### config.mk
export PLATFORM = sky130hd
export DESIGN_NAME = rom_access_controller
export DESIGN_NICKNAME = d
export VERILOG_FILES = /design/src/rtl/rom_access_controller_pkg.sv /design/src/rtl/rom_read_tracker.sv /design/src/rtl/rom_access_controller.sv
export SDC_FILE = /design/constraint.sdc
export NUM_CORES = 1
export LEC_CHECK = 0
export ABC_AREA = 1
export CAP_MARGIN = 20
export CORE_UTILIZATION = 39
export CTS_CLUSTER_SIZE = 14
export DETAILED_ROUTE_END_ITERATION = 8
export HOLD_SLACK_MARGIN = 0.15
export PLACE_DENSITY = 0.81
export SLEW_MARGIN = 25
export SYNTH_ARGS = -nofsm -noshare
export SYNTH_HDL_FRONTEND = slang
export SYNTH_SLANG_ARGS = --single-unit
export TNS_END_PERCENT = 1
### constraint.sdc
create_clock -name CLK_100MHz -period 1.79 [get_ports CLK_100MHz]
set_input_delay 0.358 -clock CLK_100MHz [delete_from_list [all_inputs] [get_ports CLK_100MHz]]
set_output_delay 0.358 -clock CLK_100MHz [all_outputs]
set_load 0.1 [all_outputs]
### src/rtl/rom_access_controller_pkg.sv
// Shared types for the instruction ROM access controller:
// mode encoding, read tags and slot defaults.
package rom_access_controller_pkg;

  typedef enum logic [1:0] {
    RUN   = 2'd0,
    DRAIN = 2'd1,
    LOAD  = 2'd2
  } state_e;

  typedef enum logic [1:0] {
    TAG_NONE  = 2'd0,
    TAG_FETCH = 2'd1,
    TAG_DBG   = 2'd2
  } tag_e;

  localparam int unsigned FETCH_SLOT_DEFAULT  = 5;
  localparam int unsigned RESUME_SLOT_DEFAULT = 0;

  function automatic logic slot_hit(
    input logic [31:0] cnt,
    input int unsigned slot
  );
    return cnt == 32'(slot);
  endfunction

endpackage

### src/rtl/rom_read_tracker.sv
// Follows each ROM read from issue to data capture and routes
// MEM_RDATA to the fetch or debug destination.
module rom_read_tracker
  import rom_access_controller_pkg::*;
#(
  parameter int DATA_W = 16
) (
  input  logic              clk_i,
  input  logic              rst_i,
  input  tag_e              issue_tag_i,
  input  logic [DATA_W-1:0] rdata_i,
  output logic [DATA_W-1:0] instr_o,
  output logic [DATA_W-1:0] dbg_data_o,
  output logic              dbg_ack_o,
  output logic              busy_o,
  output logic              dbg_busy_o
);

  // tag_a rides with MEM_RE, tag_b with MEM_RDATA
  tag_e              tag_a_q;
  tag_e              tag_b_q;
  logic [DATA_W-1:0] instr_q;
  logic [DATA_W-1:0] dbg_data_q;
  logic              ack_q;

  always_ff @(posedge clk_i) begin
    if (rst_i) begin
      tag_a_q    <= TAG_NONE;
      tag_b_q    <= TAG_NONE;
      instr_q    <= '0;
      dbg_data_q <= '0;
      ack_q      <= 1'b0;
    end else begin
      tag_a_q <= issue_tag_i;
      tag_b_q <= tag_a_q;
      ack_q   <= (tag_b_q == TAG_DBG);
      if (tag_b_q == TAG_FETCH) instr_q <= rdata_i;
      if (tag_b_q == TAG_DBG) dbg_data_q <= rdata_i;
    end
  end

  assign instr_o    = instr_q;
  assign dbg_data_o = dbg_data_q;
  assign dbg_ack_o  = ack_q;
  assign busy_o     = (tag_a_q != TAG_NONE) ||
                      (tag_b_q != TAG_NONE);
  assign dbg_busy_o = (tag_a_q == TAG_DBG) ||
                      (tag_b_q == TAG_DBG);

endmodule

### src/rtl/rom_access_controller.sv
// Shares the single-port instruction ROM between CPU fetch,
// the boot loader and debug reads; owns the RUN/DRAIN/LOAD mode.
module rom_access_controller
  import rom_access_controller_pkg::*;
#(
  parameter int          ADDR_W      = 11,
  parameter int          DATA_W      = 16,
  parameter int unsigned FETCH_SLOT  = FETCH_SLOT_DEFAULT,
  parameter int unsigned RESUME_SLOT = RESUME_SLOT_DEFAULT
) (
  input  logic              CLK_100MHz,
  input  logic              RESET,
  input  logic              CLK_CPU,
  input  logic [31:0]       CLK_COUNT,
  input  logic [15:0]       PC,
  output logic [DATA_W-1:0] INSTRUCTION,
  output logic              CPU_HALT,
  input  logic              LOAD_EN,
  input  logic              LD_VALID,
  input  logic [ADDR_W-1:0] LD_ADDR,
  input  logic [DATA_W-1:0] LD_DATA,
  output logic              LD_READY,
  input  logic              DBG_REQ,
  input  logic [ADDR_W-1:0] DBG_ADDR,
  output logic              DBG_ACK,
  output logic [DATA_W-1:0] DBG_DATA,
  output logic [ADDR_W-1:0] MEM_ADDR,
  output logic              MEM_RE,
  output logic              MEM_WE,
  output logic [DATA_W-1:0] MEM_WDATA,
  input  logic [DATA_W-1:0] MEM_RDATA
);

  state_e            state_q;
  logic              halt_q;
  logic              re_q;
  logic              we_q;
  logic              starve_q;
  logic [ADDR_W-1:0] addr_q;
  logic [DATA_W-1:0] wdata_q;

  logic fetch_go;
  logic ld_go;
  logic dbg_go;
  logic dbg_can;
  logic resume;
  logic busy;
  logic dbg_busy;
  tag_e issue_tag;
  logic unused_pc;

  assign unused_pc = ^PC[15:ADDR_W];

  assign resume   = slot_hit(CLK_COUNT, RESUME_SLOT);
  assign fetch_go = (state_q == RUN) && !halt_q &&
                    CLK_CPU &&
                    slot_hit(CLK_COUNT, FETCH_SLOT);
  assign dbg_can  = DBG_REQ && !dbg_busy;
  // a debug read that lost to the loader wins the next cycle
  assign ld_go    = LD_VALID && (state_q == LOAD) &&
                    !(dbg_can && starve_q);
  assign dbg_go   = dbg_can && !fetch_go && !ld_go;
  assign LD_READY = ld_go;

  always_comb begin
    issue_tag = TAG_NONE;
    unique case (1'b1)
      fetch_go: issue_tag = TAG_FETCH;
      dbg_go:   issue_tag = TAG_DBG;
      default:  issue_tag = TAG_NONE;
    endcase
  end

  always_ff @(posedge CLK_100MHz) begin
    if (RESET) begin
      state_q  <= RUN;
      halt_q   <= 1'b1;
      re_q     <= 1'b0;
      we_q     <= 1'b0;
      starve_q <= 1'b0;
      addr_q   <= '0;
      wdata_q  <= '0;
    end else begin
      re_q     <= fetch_go || dbg_go;
      we_q     <= ld_go;
      starve_q <= dbg_can && ld_go;
      if (fetch_go) begin
        addr_q <= PC[ADDR_W-1:0];
      end else if (ld_go) begin
        addr_q  <= LD_ADDR;
        wdata_q <= LD_DATA;
      end else if (dbg_go) begin
        addr_q <= DBG_ADDR;
      end
      unique case (state_q)
        RUN: begin
          if (LOAD_EN) begin
            state_q <= DRAIN;
            halt_q  <= 1'b1;
          end else if (resume) begin
            halt_q <= 1'b0;
          end
        end
        DRAIN: begin
          if (!busy) state_q <= LOAD;
        end
        LOAD: begin
          if (!LOAD_EN && !ld_go && resume) begin
            state_q <= RUN;
            halt_q  <= 1'b0;
          end
        end
        default: begin
          state_q <= RUN;
          halt_q  <= 1'b1;
        end
      endcase
    end
  end

  rom_read_tracker #(
    .DATA_W(DATA_W)
  ) u_tracker (
    .clk_i      (CLK_100MHz),
    .rst_i      (RESET),
    .issue_tag_i(issue_tag),
    .rdata_i    (MEM_RDATA),
    .instr_o    (INSTRUCTION),
    .dbg_data_o (DBG_DATA),
    .dbg_ack_o  (DBG_ACK),
    .busy_o     (busy),
    .dbg_busy_o (dbg_busy)
  );

  assign CPU_HALT  = halt_q;
  assign MEM_RE    = re_q;
  assign MEM_WE    = we_q;
  assign MEM_ADDR  = addr_q;
  assign MEM_WDATA = wdata_q;

endmodule
# Word-level counts from Yosys, hierarchy flattened
# Index checks and enable logic that the tools add are counted.
dict set report word_totals {
  register_bits 70
  out_inout_bits 64
  in_bits 108
  elab_cells 65
}
dict set report op_classes {
  bitwise 2
  mux 12
  reduce_logical 29
  eq_ne 10
}
# cell n
set ops {}
lappend ops {{two-way mux 11 bit} 3}
lappend ops {{== test 32 x 3 -> 1 bit, second input constant} 1}
lappend ops {{zero test 32 bit} 1}
lappend ops {{logical AND 1 bit} 12}
lappend ops {{== test 2 bit, second input constant} 3}
lappend ops {{zero test 1 bit} 6}
lappend ops {{two-way mux 2 bit} 3}
lappend ops {{case mux 2 bit (3 select lines)} 1}
lappend ops {{AND reduction 3 bit} 2}
lappend ops {{== test 2 x 1 -> 1 bit, second input constant} 2}
lappend ops {{inequality test 2 bit, second input constant} 2}
lappend ops {{case mux 2 bit (2 select lines)} 1}
lappend ops {{nonzero test 2 bit} 2}
lappend ops {{logical OR 1 bit} 3}
lappend ops {{two-way mux 1 bit} 3}
lappend ops {{inequality test 3 bit, second input constant} 1}
lappend ops {{case mux 1 bit (3 select lines)} 1}
lappend ops {{nonzero test 3 bit} 1}
lappend ops {{zero test 2 bit} 1}
lappend ops {{inequality test 2 x 1 -> 1 bit, second input constant} 1}
lappend ops {{inverter 1 bit} 2}
lappend ops {{AND reduction 2 bit} 1}

# Longest topological paths before layout
# Gate-level depths: netlist (run 1).
dict set report depth {
  word_depth 12
  ltp_mapped 12
}

# By module
# Synthesis (run 1) repeated with hierarchy kept, for this count alone.
dict set report hier_totals {
  hier_cells 515
  area_unflattened_um2 3393.3
}
# mod seq_area_each_um2 cells_each area_per_inst_um2 n_inst
set modules_own_cells {}
lappend modules_own_cells {rom_access_controller 660.6 306 1871.8 1}
lappend modules_own_cells {rom_read_tracker 740.7 209 1521.5 1}

# Worst setup path after synthesis (run 1)
# OpenSTA, ideal clock, no wires.
dict set report synth_timing {
  path_type {reg2reg}
  from {register halt_q (netlist: CPU_HALT)}
  to {register addr_q[0] (netlist: MEM_ADDR[0])}
  slack_ps -95
  required_time_ps 1679
  t_arrival_ps 1773
  stages_incl_launch_ff 13
  cell_sequence {dfxtp_1 inv_1 nand2_1 nor2_1 nand3_1 nor2_4 nand2_4 clkinv_2 buf_6 nand2_1 nand2_1 nor2_1 nor2_1}
}
dict set report synth_between {
  elab_chain_cells 8
  word_cells_on_any_way 9
}
# element line
set synth_lines {}
lappend synth_lines {{start: declaration} rom_access_controller.sv:35} ;# logic halt_q;
lappend synth_lines {{start signal: assignment} rom_access_controller.sv:77} ;# halt_q <= 1'b1;
lappend synth_lines {{start signal: assignment} rom_access_controller.sv:99} ;# halt_q <= 1'b1;
lappend synth_lines {{start signal: assignment} rom_access_controller.sv:101} ;# halt_q <= 1'b0;
lappend synth_lines {{zero test 1 bit (*)} rom_access_controller.sv:55} ;# assign fetch_go = (state_q == RUN) && !halt_q &&
lappend synth_lines {{logical AND 1 bit (*) (2 in series)} rom_access_controller.sv:55}
lappend synth_lines {{logical AND 1 bit (*)} rom_access_controller.sv:56} ;# CLK_CPU &&
lappend synth_lines {{zero test 1 bit} rom_access_controller.sv:62} ;# assign dbg_go = dbg_can && !fetch_go && !ld_go;
lappend synth_lines {{logical AND 1 bit (2 in series)} rom_access_controller.sv:62}
lappend synth_lines {{nonzero test 3 bit (no line)} -}
lappend synth_lines {{end signal: assignment} rom_access_controller.sv:88} ;# addr_q <= PC[ADDR_W-1:0];
lappend synth_lines {{end: declaration} rom_access_controller.sv:39} ;# logic [ADDR_W-1:0] addr_q;
# Mark *: on every way between the ends. The rest lies on a longest branch, timed or not.
# A chain may end at the register's enable or synchronous reset.

# Worst setup path in the final report (run 1)
dict set report layout_timing {
  from {input port LD_VALID}
  to {output port LD_READY}
}
dict set report layout_between {
  elab_chain_cells 2
}
# element line
set layout_lines {}
lappend layout_lines {{start: declaration} rom_access_controller.sv:19} ;# input logic LD_VALID,
lappend layout_lines {{logical AND 1 bit (2 in series)} rom_access_controller.sv:60} ;# assign ld_go = LD_VALID && (state_q == LOAD) &&
lappend layout_lines {{end: declaration} rom_access_controller.sv:22} ;# output logic LD_READY,
# Every way passes these cells.

==> metrics.csv, run 1 <==
stage,metric,value,unit
power,pwr-share-comb,29.8,%
power,switching_share,32.0,%
outcome,status,"finished, final reports clean",
drt,wl_per_cell,12.9,um
clock_tree,cts_resized,0,
power,p_sw,1.44,mW
global_routing,antenna_found_initial,0,
sta,worst_pin_slew,503,ps
worst_setup_path,critPathKind,in2out,
place,hpwl,7.45,mm
power,power-per-cell-area,779,nW/um2
worst_setup_path,critPathLaunchType,primary input,
worst_setup_path,end_kind,output port,
floorplan,start_util,40.4,%
synthesis,synth_enable_flop_cells,0,
sta,slew_violations,0,
global_routing,grt_use_total,23.8,%
finish,fin_nets,744,
finish,diodes,0,
synthesis,synth-compound-area-share,8.33,%
clock_tree,clkTransAtPathRegs,70,ps
run,cap_violations,0,
finish,final_cell_mix,"149 x nor2_1, 102 x clkdlybuf4s50_1, 101 x nand2_1",
synthesis,yosysWarningCount,0,
sta,fin_ws,46.6,ps
global_routing,grt_pass1_wl,15.8,mm
global_routing,grt_pass1_vias,3471,
power,ir_drop,0.538,mV
synthesis,synth_top_family_by_area,simple AND/OR/NAND/NOR gates,
sta,skew,9.04,ps
sta,period_minus_slack,1740,ps
synthesis,synthCells,469,
sta,finalSetupViolations,0,
power,pwr-share-clk,32.2,%
sta,fin_crit_sh,97.4,%
sta,finalHoldViolations,0,
hold_path,hold_path.class,reg2reg,
finish,fin_util,74.8,%
sta,fmax,574,MHz
synthesis,postSynth.asyncResetShare,0,%
clock_tree,cts.sinks,70,
synthesis,muxShareOfSynthArea,0,%
clock_tree,cts_buffers,9,
drt,antenna_left,0,
power,p_leak,2.55,nW
sta,max-slew-margin-rel,66.4,%
global_routing,grt_max_degree,35,
clock_tree,cts_buffer_depth,2,
synthesis,syn_area_per_cell,6.66,um2
clock_tree,postCtsHoldBufs,0,
synthesis,synth-adder-area-share,0,%
synthesis,synth.distinct_cells,27,
finish,synthToLayoutAreaGrowth,85.1,%
synthesis,synth-xor-area-share,0,%
drt,drcViolationCount,0,
worst_setup_path,worstPathRequired,1430,ps
finish,final_cell_area,5780,um2
synthesis,ys_seq_area_share,44.9,%
clock_tree,clock_latency,350,ps
power,p_seq_share,38.0,%
clock_tree,post-cts-setup-buffers,0,
floorplan,die_x,91.5,um
place,port_buffers,166,
worst_setup_path,path_max_fanout,9,
clock_tree,htreeDepth,3,
drt,drt_iter0_drc,103,
synthesis,synth-simple-area-share,37.6,%
worst_setup_path,critPathSlowestCell,clkdlybuf4s50_1,
sta,rsz0062_at_grt,no,
clock_tree,tritoncts,built,
floorplan,io_pins,172,
drt,vias,3460,
drt,finalWirelength,9.56,mm
global_routing,grt_overflow,0,
worst_setup_path,arrival,1390,ps
synthesis,ys.flop_type,dfxtp_1,
synthesis,syn-cell-area,3120,um2
place,pre_cts_ws,-151,ps
floorplan,core_area,7730,um2
worst_setup_path,reg2regPathDepth,7,
floorplan,die-area,8370,um2
clock_tree,cts_root_buf,clkbuf_8,
drt,firstDrtPassIters,5,
synthesis,syn_nets,577,
worst_setup_path,crit_path_cell_trace,clkdlybuf4s50_1 -> inv_1 -> nor2_4 -> nand2_4 -> inv_6 -> buf_12,
finish,drive_above_1_share,17.3,%
floorplan,num_rows,32,
hold_path,hold_depth,2,
synthesis,ys_ff_latch,70,
place,placed_area,5550,um2
finish,layout.cells.most_common,nor2_1,
power,internal_power,3.06,mW
worst_setup_path,worst_path_largest_cell_delay,450,ps
drt,vias_per_cell,4.66,
floorplan,dieHeight,91.5,um
place,place.gp.congestion,0.776,
==> critical path: cells and delay by family <==
family / cells / cell delay (ps)
buffers and inverters: 4 / 800
and+or+nand+nor: 2 / 230
==> cell type report <==
type                    instances  area, um2
flip-flops and latches         70       1400
clock inverters                 5       81.3
well taps                     102        128
fillers                       538       1950
inverters                      41        160
multi-input cells             335       1430
repair buffers                179       2420
clock buffers                  11        151
==> flip-flops by register name, indices dropped and copies added, names as in the netlist <==
| name | cells |
|---|---|
| u_tracker.dbg_ack_o | 1 |
| MEM_ADDR | 11 |
| state_q | 2 |
| starve_q | 1 |
| u_tracker.tag_b_q | 2 |
| MEM_RE | 1 |
| u_tracker.tag_a_q | 2 |
| MEM_WE | 1 |
| MEM_WDATA | 16 |
| CPU_HALT | 1 |
| u_tracker.dbg_data_o | 16 |
| u_tracker.instr_o | 16 |
==> cells by family after synthesis <==
family          Yosys count
simple gates            283
compound gates           52
buf+inv                  64
flops                    70
==> path summary, 6_finish.rpt <==
kind                                            from                   end  slack (ps)
worst max-delay path                        LD_VALID              LD_READY          50
worst min-delay path            u_tracker.tag_a_q[1]  u_tracker.tag_b_q[1]         450
worst max register to register            state_q[1]          MEM_WDATA[3]         280
worst min register to register  u_tracker.tag_a_q[1]  u_tracker.tag_b_q[1]         450
==> through the flow <==
stage	hold slack, ps	instances	total power [mW]	setup TNS [ps]
6_report	446	743	4.50	0
2_1_floorplan	416	469	2.47	0
5_1_grt	467	743	4.67	0
4_1_cts	447	743	4.53	0
3_3_place_gp	428	727	3.05	-86.2
3_5_place_dp	437	727	3.09	-1560
==> layer usage <==
layer / part of all wire, % / vias to the layer above / track usage [%]
met5: 0 / - / 0
met4: 2.6 / 0 / 10.8
met3: 7.2 / 21 / 5.86
met2: 53 / 152 / 45.1
met1: 37 / 1510 / 24.4
li1: - / 1777 / -
==> cells in the mapped netlist (all sizes together) (2+ instances only) <==
library cell  count  area (um2)
dfxtp            70        1400
nor3              2        10.0
nand3             6        35.0
inv              40         153
nor2            153         599
buf              14        97.6
clkbuf            9        33.8
o21ai            48         240
nand2           105         414
nand4            13        87.6
a21oi             4        20.0
==> power groups by stage <==
stage	clock network (mW)	logic (mW)	registers, mW
finish	1.45	1.34	1.71
global route	1.54	1.42	1.72
CTS	1.47	1.35	1.71
detailed placement	0	1.34	1.75
global placement	0	1.31	1.74
floorplan	0	0.283	2.19
(Power assumes the default switching activity.)
==> run 2, diff against run 1 <==
--- a/config.mk
+++ b/config.mk
@@ -12,3 +12,2 @@
 export DETAILED_ROUTE_END_ITERATION = 8
-export HOLD_SLACK_MARGIN = 0.15
 export PLACE_DENSITY = 0.81
==> constraint.sdc (replaced) <==
create_clock -name CLK_100MHz -period 1.79 [get_ports CLK_100MHz]
set_input_delay 0.179 -clock CLK_100MHz [delete_from_list [all_inputs] [get_ports CLK_100MHz]]
set_output_delay 0.179 -clock CLK_100MHz [all_outputs]
set_load 0.1 [all_outputs]
==> run 2 against run 1 <==
  * Utilization decreased by 11 points
  * Combinational power decreased by 13%
  * Clock-buffer cell count decreased by 1
  * Worst setup slack improved by 80 ps
  * Register-to-register slack improved by 80 ps
  * Clock power decreased by 12%
  * Critical path depth unchanged
  * Critical path type is now reg2out
  * Largest cell class unchanged
  * Largest power group unchanged
==> metrics.csv, run 2 (same netlist as run 1, synthesis figures left out) <==
stage,metric,value,unit
finish,final_cell_area,4950,um2
finish,diodes,0,
clock_tree,tritoncts,built,
finish,synthToLayoutAreaGrowth,58.6,%
power,power-per-cell-area,829,nW/um2
outcome,status,"finished, final reports clean",
finish,multi_input_comb_area,1440,um2
sta,slew_violations,0,
power,p_sw,1.38,mW
global_routing,grt_use_total,19.8,%
run,cap_violations,0,
worst_setup_path,end_kind,output port,
sta,period_minus_slack,1660,ps
floorplan,die_x,91.5,um
drt,vias,3374,
power,internal_power,2.72,mW
drt,firstDrtPassIters,4,
power,p_seq_share,40.7,%
sta,skew,8.05,ps
global_routing,grt_overflow,0,
clock_tree,htreeDepth,3,
clock_tree,cts_root_buf,clkbuf_8,
worst_setup_path,critPathSlowestCell,dfxtp_1,
sta,hold_ws,446,ps
worst_setup_path,cp_top_family,buffers and inverters,
power,p_leak,2.32,nW
floorplan,start_util,40.4,%
finish,fin_util,64.1,%
sta,rsz0062_at_grt,no,
worst_setup_path,path_buf_inv,3,
finish,final_cell_mix,"149 x nor2_1, 102 x clkdlybuf4s50_1, 101 x nand2_1",
clock_tree,cts.sinks,70,
worst_setup_path,critPathLaunchType,register,
drt,wl_per_cell,10.8,um
floorplan,die-area,8370,um2
finish,nFillCells,693,
hold_path,hold_path.class,reg2reg,
sta,worst_pin_slew,474,ps
power,pwr-share-comb,28.2,%
power,switching_share,33.7,%
clock_tree,cts_buffers,9,
finish,layout.cells.most_common,nor2_1,
sta,fmax,601,MHz
sta,fin_crit_sh,92.9,%
place,hpwl,6.26,mm
sta,finalHoldViolations,0,
floorplan,core_area,7730,um2
worst_setup_path,path_max_fanout,20,
worst_setup_path,worst_path_largest_cell_delay,310,ps
worst_setup_path,critPathKind,reg2out,
sta,max-slew-margin-rel,68.4,%
finish,drive_above_1_share,16.9,%
finish,fin_nets,741,
global_routing,grt_pass1_vias,3122,
place,port_buffers,166,
power,pwr-share-clk,31.2,%
place,place.gp.congestion,0.795,
drt,finalWirelength,8.02,mm
clock_tree,cts_buffer_depth,2,
drt,drcViolationCount,0,
floorplan,dieHeight,91.5,um
global_routing,grt_pass1_wl,13.6,mm
power,p_total,4.11,mW
finish,seqCellArea,1400,um2
clock_tree,post-cts-setup-buffers,0,
sta,tns,0,ps
place,placed_area,4740,um2
sta,finalSetupViolations,0,
global_routing,antenna_found_initial,0,
floorplan,io_pins,172,
clock_tree,clkTransAtPathRegs,70,ps
worst_setup_path,arrival,1480,ps
drt,vias_per_cell,4.56,
worst_setup_path,crit_path_cell_trace,inv_2 -> nand2_2 -> nor2_4 -> nand2_8 -> inv_6 -> buf_12,
clock_tree,clock_latency,330,ps
drt,drt_iter0_drc,81,
power,ir_drop,0.384,mV
worst_setup_path,worstPathRequired,1610,ps
drt,antenna_left,0,
global_routing,grt_max_degree,40,
floorplan,num_rows,32,
## run 2: worst reg2reg max path, cell delays in order (launching register included)
cell and delay, ps:
dfxtp_1 330, inv_1 50, nand2_1 80, buf_4 220
nand3_1 190, nand3_2 240, nand2_1 80, nor2_1 100
nor2_1 40
## run 2: final cells by class
cell class / count / area share (%)
inverter: 41 / 3.23
tap: 102 / 2.58
sequential: 70 / 28.3
clock buffer: 10 / 2.78
clock inverter: 6 / 1.41
timing repair buffer: 176 / 32.6
multi-input combinational: 335 / 29.1
## run 2: power groups by stage
stage | clock network, mW | registers (mW) | logic [mW]
after floorplan | 0 | 2.19 | 0.283
after global placement | 0 | 1.70 | 1.15
after detailed placement | 0 | 1.71 | 1.16
after CTS | 1.31 | 1.67 | 1.16
after global routing | 1.37 | 1.68 | 1.24
final | 1.28 | 1.67 | 1.16
## run 2: per-stage QoR
step                instances  worst slack, ps
floorplan                 469              235
global placement          724              109
detailed placement        724             71.4
CTS                       740             25.0
global route              740             21.4
finish                    740              127
## run 2: layer usage
layer | share of wire (%) | vias to the layer above | track usage (%)
met1 | 41 | 1448 | 22.0
li1 | - | 1777 | -
met5 | 0 | - | 0
met3 | 8.4 | 16 | 5.36
met4 | 2.0 | 0 | 7.54
met2 | 49 | 133 | 35.6
## run 2: repair_timing
action / in CTS / in global routing
endpoints found under the setup margin: 0 / 1
hold buffers: 0 / 0
resized for setup: 0 / 2
## run 2: worst paths after layout
kind                        start              endpoint  slack, ps  cells past startpoint
max                    state_q[0]              LD_READY        130                      6
min          u_tracker.tag_a_q[1]  u_tracker.tag_b_q[1]        450                      2
max reg2reg  u_tracker.tag_b_q[0]           MEM_ADDR[7]        360                      8
min reg2reg  u_tracker.tag_a_q[1]  u_tracker.tag_b_q[1]        450                      2
==> run 3, diff against run 2 <==
Settings changed: CORE_MARGIN from default to 10, PLACE_DENSITY 0.81 to default, PLACE_DENSITY_LB_ADDON from default to 0.25, SLEW_MARGIN 25 to 20.
==> run 3 against run 2 <==
  * Clock power grew 21%
  * Design area rose by 0.48%
  * Highest routed layer unchanged
  * Flip-flop and latch count unchanged
  * Sequential power about the same
  * First-iteration DRC count grew 36%
  * Global-route usage shrank 4.1 points
  * Via count down 2.3%
  * Total power is 6.6% higher
==> metrics.csv, run 3 (same netlist as run 1, synthesis figures left out) <==
stage,metric,value,unit
outcome,status,"finished, final reports clean",
floorplan,core_area,7770,um2
hold_path,hold_path.class,reg2reg,
worst_setup_path,crit_path_cell_trace,nand2_2 -> nor2_4 -> nand2_4 -> inv_4 -> buf_12,
sta,fmax,600,MHz
clock_tree,clock_latency,330,ps
floorplan,start_util,40.2,%
sta,worst_pin_slew,533,ps
place,port_buffers,166,
sta,fin_crit_sh,93.1,%
floorplan,dieHeight,110,um
drt,finalWirelength,9.75,mm
sta,slew_violations,0,
power,ir_drop,0.350,mV
global_routing,grt_max_degree,49,
drt,vias_per_cell,4.45,
worst_setup_path,critPathKind,reg2out,
floorplan,num_rows,32,
worst_setup_path,path_max_fanout,16,
clock_tree,post-cts-setup-buffers,0,
worst_setup_path,path_buf_inv,2,
worst_setup_path,worstReg2RegStart,u_tracker.tag_b_q[0],
drt,vias,3296,
finish,fin_util,64.1,%
clock_tree,clkTransAtPathRegs,70,ps
worst_setup_path,end_kind,output port,
clock_tree,cts_root_buf,clkbuf_8,
finish,diodes,0,
worst_setup_path,startpoint,state_q[1],
floorplan,die_x,110,um
sta,max-slew-margin-rel,64.4,%
global_routing,grt_use_total,15.7,%
drt,drcViolationCount,0,
drt,wl_per_cell,13.2,um
global_routing,grt_pass1_vias,3199,
sta,tns,0,ps
sta,period_minus_slack,1670,ps
drt,drt_iter0_drc,110,
worst_setup_path,worstPathRequired,1610,ps
sta,skew,10.1,ps
drt,firstDrtPassIters,4,
floorplan,die-area,12000,um2
place,hpwl,7.89,mm
power,power-per-cell-area,880,nW/um2
global_routing,grt_overflow,0,
finish,synthToLayoutAreaGrowth,59.4,%
global_routing,grt_pass1_wl,15.3,mm
finish,drive_above_1_share,16.9,%
finish,layout.cells.most_common,nor2_1,
sta,rsz0062_at_grt,no,
power,p_leak,2.35,nW
finish,fin_nets,742,
clock_tree,tritoncts,built,
finish,final_cell_area,4980,um2
worst_setup_path,cp_top_family,buffers and inverters,
hold_path,hp-start,u_tracker.tag_a_q[1],
run,cap_violations,0,
clock_tree,htreeDepth,3,
worst_setup_path,critPathLaunchType,register,
finish,final_cell_mix,"149 x nor2_1, 102 x clkdlybuf4s50_1, 101 x nand2_1",
global_routing,antenna_found_initial,0,
floorplan,io_pins,172,
drt,antenna_left,0,
place,placed_area,4730,um2
clock_tree,cts_buffer_depth,2,
clock_tree,cts.sinks,70,
worst_setup_path,critPathSlowestCell,dfxtp_1,
clock_tree,cts_resized,0,
worst_setup_path,arrival,1490,ps
clock_tree,cts_buffers,9,
sta,finalSetupViolations,0,
place,place.gp.congestion,0.809,
worst_setup_path,worst_path_largest_cell_delay,390,ps
sta,finalHoldViolations,0,
clock_tree,postCtsHoldBufs,0,
run 3: cell types whose count changed in the layout (fill, tap and decap cells not counted):
cell	delta
buf_4	+2
bufinv_16	+2
clkinvlp_4	-2
inv_6	-2
buf_12	-1
clkbuf_1	+1
inv_4	+1
nand2_4	+1
nand2_8	-1
run 3: final cells by class:
| type | count | area (um2) |
|---|---|---|
| clock buffers | 11 | 141 |
| fillers | 710 | 2790 |
| multi-input cells | 335 | 1430 |
| repair buffers | 177 | 1610 |
| inverters | 41 | 158 |
| clock inverters | 5 | 106 |
| well taps | 102 | 128 |
| flip-flops and latches | 70 | 1400 |
run 3: per-layer routing:
metal | wire length, um | track usage (%)
met1 | 3960 | 17.6
met2 | 4730 | 27.2
met3 | 962 | 6.32
met4 | 89 | 4.09
met5 | 0 | 0
run 3: stage by stage:
stage / hold slack [ps] / std cells / power (mW) / worst slack [ps]
2_1_floorplan: 314 / 469 / 2.47 / 235
3_3_place_gp: 429 / 725 / 2.86 / 129
3_5_place_dp: 431 / 725 / 2.88 / 102
4_1_cts: 437 / 741 / 4.43 / 94.3
5_1_grt: 449 / 741 / 4.57 / 8.85
6_report: 445 / 741 / 4.38 / 124
run 3: where the power goes:
group          switching, mW  internal [mW]
registers             0.0396           1.63
clock network          0.579          0.967
logic                  0.759          0.403
run 3: path summary, 6_finish.rpt:
check	end	slack (ps)	cells past startpoint
worst max-delay path	LD_READY	120	5
worst min-delay path	u_tracker.tag_b_q[1]	450	2
worst max register to register	MEM_ADDR[5]	260	8
worst min register to register	u_tracker.tag_b_q[1]	450	2
run 3: worst register-to-register path, stage by stage (launching register included):
cell and delay [ps]:
dfxtp_1 340, inv_1 50, nand2_1 90, buf_4 230, nand3_1 230, nand3_2 260
nand2_1 80, nor2_1 110, nor2_1 50
